==> src/rtl/rsh_share_ctrl.sv <==
// Arbitrates two requesters onto one external 7-bit right shifter and buffers one tagged response.
// Define RSH_CTRL_FIXPRIO_EN for fixed priority (req0 wins); the default build is round-robin.
`timescale 1ns/1ps
module rsh_share_ctrl #(
  parameter int DATA_W = 7,
  parameter int AMT_W  = 3
) (
  input  logic              clk,
  input  logic              rst_n,
  input  logic [1:0]        req_valid,
  output logic [1:0]        req_ready,
  input  logic [DATA_W-1:0] req0_a,
  input  logic [AMT_W-1:0]  req0_f,
  input  logic [DATA_W-1:0] req1_a,
  input  logic [AMT_W-1:0]  req1_f,
  output logic [DATA_W-1:0] sh_a,
  output logic [AMT_W-1:0]  sh_f,
  input  logic [DATA_W-1:0] sh_y,
  output logic              rsp_valid,
  input  logic              rsp_ready,
  output logic [DATA_W-1:0] rsp_y,
  output logic              rsp_id,
  output logic              busy
);

  typedef enum logic [1:0] {
    IDLE  = 2'd0,
    SHIFT = 2'd1,
    RESP  = 2'd2
  } state_t;

  state_t     state;
  logic       ptr;
  logic [1:0] grant;

  // Handshakes: a transfer happens on a rising edge where valid and ready are both high;
  // requesters keep a/f stable until then, and rsp_y/rsp_id hold until rsp_ready.
  always_comb begin
    grant = 2'b00;
    if (rst_n && state == IDLE) begin
      if (req_valid == 2'b11) grant = ptr ? 2'b10 : 2'b01;
      else                    grant = req_valid;
    end
  end

  assign req_ready = grant;

`ifdef RSH_CTRL_FIXPRIO_EN
  assign ptr = 1'b0;
`else
  // Priority passes to the requester that was not just served.
  always_ff @(posedge clk or negedge rst_n) begin
    if (!rst_n) begin
      ptr <= 1'b0;
    end else if (state == RESP && rsp_ready) begin
      ptr <= ~rsp_id;
    end
  end
`endif

  always_ff @(posedge clk or negedge rst_n) begin
    if (!rst_n) begin
      state     <= IDLE;
      sh_a      <= '0;
      sh_f      <= '0;
      rsp_y     <= '0;
      rsp_id    <= 1'b0;
      rsp_valid <= 1'b0;
      busy      <= 1'b0;
    end else begin
      case (state)
        IDLE: begin
          if (grant != 2'b00) begin
            sh_a   <= grant[1] ? req1_a : req0_a;
            sh_f   <= grant[1] ? req1_f : req0_f;
            rsp_id <= grant[1];
            busy   <= 1'b1;
            state  <= SHIFT;
          end
        end
        SHIFT: begin
          rsp_y     <= sh_y;
          rsp_valid <= 1'b1;
          state     <= RESP;
        end
        RESP: begin
          if (rsp_ready) begin
            rsp_valid <= 1'b0;
            busy      <= 1'b0;
            state     <= IDLE;
          end
        end
        default: begin
          rsp_valid <= 1'b0;
          busy      <= 1'b0;
          state     <= IDLE;
        end
      endcase
    end
  end

endmodule

==> config.mk <==
export PLATFORM = sky130hd
export DESIGN_NAME = rsh_share_ctrl
export DESIGN_NICKNAME = d
export VERILOG_FILES = /design/src/rtl/rsh_share_ctrl.sv
export SDC_FILE = /design/constraint.sdc
export NUM_CORES = 1
export LEC_CHECK = 0
export ABC_AREA = 1
export BUFFER_PORTS_ARGS = -buffer_cell sky130_fd_sc_hd__buf_2
export CAP_MARGIN = 25
export CORE_MARGIN = 2
export CORE_UTILIZATION = 41
export CTS_CLUSTER_DIAMETER = 200
export DETAILED_ROUTE_END_ITERATION = 8
export PLACE_DENSITY = 0.86
export SLEW_MARGIN = 20
export SYNTH_ARGS = -nofsm -noshare
export SYNTH_HDL_FRONTEND = slang
export SYNTH_SLANG_ARGS = --single-unit
==> constraint.sdc <==
create_clock -name clk -period 1.18 [get_ports clk]
set_input_delay 0.059 -clock clk [delete_from_list [all_inputs] [get_ports clk]]
set_output_delay 0.059 -clock clk [all_outputs]
set_load 0.005 [all_outputs]
==> results.yml <==
pwr:
  p_leak_uw: 0.00101
  peakVddDrop_v: 0.00140
  power_density_mw_per_mm2: 2080
sta:
  hold-worst-slack_ns: 0.0348
  finalHoldViolCount: 0
  finalSetupViolCount: 14
  period_needed_ns: 1.31
  max_freq_ghz: 0.761
  tightestPinTransition_ns: 0.286
  max_slew_margin: 0.809
  drv_slew: 0
  period_share: 1.11
  finalClockSkew_ns: 0.00421
  rsz0062_at_grt: "yes"
  worst_slack_ns: -0.135
logic_synthesis:
  synthCells: 137
  seq_area_frac_synth: 0.513
  syn_area_per_cell_um2: 8.19
  syn-cell-area_mm2: 0.00112
  ys_ff_latch: 23
  yosysUniqueCellTypes: 16
  yosys_warnings: 0
  syn_nets: 169
placed_design:
  hpwlAfterDp_um: 1870
  dpl_worst_slack_ns: -0.0392
  dp.cells: 223
  io_buffers: 53
  globalplace.congestion: 0.733
  place_area_mm2: 0.00144
route:
  viasPerCell: 4.49
  drtPass1Iterations: 4
  via_count: 1101
  drc_errors: 0
  drtIter0Drc: 40
  drtAntennaViolNets: 0
  postRouteWirelength_um: 2930
  routedWlPerCell_um: 12.0
worst_setup_path:
  arrival_ns: 1.26
  crit_fanout: 5
  path_class: "flip-flop to primary output"
  critPathRequiredTime_ns: 1.12
  worstSetupStartpointType: "flip-flop"
  end_kind: "primary output"
run_status:
  outcome: "finished with violations"
  violations: "setup timing"
clock_tree:
  cts_buffer_depth: 2
  cts_max_level: 1
  cts_root_buf: "clkbuf_4"
  clock-sinks: 23
  cts_tree: "yes"
  insertion_delay_ns: 0.31
  clkSlewWorstSetupHoldPaths_ns: 0.13
  cts_buffers: 3
floorplanning:
  core_area_mm2: 0.00254
  dieHeight_um: 56.3
  die_w_um: 56.3
  row_count: 18
  die_area_mm2: 0.00317
  pin_count: 54
  initial_core_util: 0.441
global_routing:
  grt_usage: 0.197
  grt_max_degree: 24
  grt_first_pass_wirelength_um: 4930
  grt_pass1_vias: 1134
  overflow: 0
  antenna_found_initial: 0
run:
  max_cap_viol_count: 0
final_layout:
  n_fill_cell: 216
  area_delta_synth_final_pct: 47.7
  finish.instance_area_mm2: 0.00166
  n_antenna_cell: 0
  instances_no_fill: 245
  drive_gt1_frac: 0.437
  fin_nets: 248
worst_hold_path:
  min_path_type: "input pin to flip-flop"
==> routing by layer <==
layer	up-vias	global-route usage	routed length, um
li1	560	-	-
met1	505	0.226	1160
met2	32	0.373	1600
met3	4	0.0392	150
met4	0	0.0476	14
met5	-	0	0
==> cells in the mapped netlist <==
cell | instances | area (um2)
inv_2 | 4 | 15.0
nor2_1 | 3 | 11.3
a21oi_1 | 1 | 5.00
buf_6 | 2 | 22.5
nand2_1 | 50 | 188
nand2_2 | 4 | 25.0
buf_4 | 1 | 7.51
inv_1 | 25 | 93.8
buf_2 | 1 | 5.00
nand3_1 | 12 | 60.1
nor2_4 | 1 | 11.3
dfrtp_1 | 23 | 576
o21ai_0 | 1 | 5.00
nand3b_1 | 1 | 7.51
nand2_4 | 1 | 11.3
mux2_2 | 7 | 78.8
==> report_power, final <==
part	leakage [uW]	internal [uW]	switching, uW	total (uW)
registers	0.000280	1170	218	1390
clock network	0.0000177	126	240	366
logic	0.000716	882	818	1700
total	0.00101	2180	1280	3450
==> worst paths after layout <==
check                           from            to  slack, ns  depth (start not counted)
setup reg to reg            state[0]     rsp_valid      -0.09                          9
max in group asynchronous      rst_n      state[0]       0.66                          3
setup / recovery            state[0]  req_ready[1]      -0.13                          6
hold reg to reg              sh_a[4]       sh_a[4]       0.49                          2
min in group asynchronous      rst_n       sh_a[5]       0.30                          3
hold / removal             req1_a[3]       sh_a[3]       0.03                          5
==> timing repair <==
| item | in CTS | in global routing |
|---|---|---|
| setup endpoints to repair | 14 | 22 |
| hold buffers | 8 | 0 |
| pin swaps | 2 | 4 |
| resized for setup | 5 | 4 |
| endpoints found under the hold margin | 30 | 0 |
| buffers inserted | 9 | 2 |
==> logic make-up (layout without fill, tap and decap cells) <==
logic type | after synthesis | in the layout | share of synthesized area
DFF | 23 | 23 | 0.513
AOI/OAI and AO/OA | 2 | 2 | 0.00891
and+or+nand+nor | 72 | 72 | 0.280
muxes | 7 | 7 | 0.0702
buffers and inverters | 33 | 111 | 0.128
==> placed cells by master (no fill, tap or decap) <==
cell type | netlist | final
nand3_1 | 12 | 12
nand2_4 | 1 | 1
mux2_2 | 7 | 7
dlygate4sd3_1 | 0 | 8
buf_6 | 2 | 1
inv_6 | 0 | 1
nand2_8 | 0 | 1
inv_4 | 0 | 1
inv_2 | 4 | 3
inv_1 | 25 | 24
nand3b_1 | 1 | 1
clkinv_2 | 0 | 1
o21ai_0 | 1 | 1
dfrtp_1 | 23 | 23
nor2_1 | 3 | 3
nand2_2 | 4 | 5
nand2_1 | 50 | 48
buf_2 | 1 | 52
a21oi_1 | 1 | 1
clkbuf_4 | 0 | 3
buf_4 | 1 | 17
nor2_4 | 1 | 1
==> worst max-delay path, cell delays in order, from the launching register on <==
cell and delay (ns):
dfrtp_1 0.42, inv_2 0.07, nand2_2 0.07, nor2_4 0.12, nand2_4 0.10, inv_6 0.08, buf_6 0.09
==> area by class of cell <==
class / instances / area [um2] / area share
sequential: 23 / 576 / 0.347
timing repair buffer: 78 / 479 / 0.289
multi-input combinational: 81 / 422 / 0.254
inverter: 29 / 116 / 0.0702
tap: 30 / 37.5 / 0.0226
clock buffer: 3 / 22.5 / 0.0136
clock inverter: 1 / 5.00 / 0.00302
==> per-stage QoR <==
step	setup TNS [ns]	util	total power, uW
2_1_floorplan	-0.0175	-	2170
3_3_place_gp	0	0.567	2710
3_5_place_dp	-0.140	0.567	2750
4_1_cts	-0.963	0.643	3330
5_1_grt	-2.10	0.651	3730
6_report	-0.972	0.651	3450
==> flip-flops by register name, summed over array words and instances, names as in the netlist <==
register	count
busy	1
ptr	1
rsp_id	1
rsp_valid	1
rsp_y	7
sh_a	7
sh_f	3
state	2
Power figures use the tool's default switching activity.
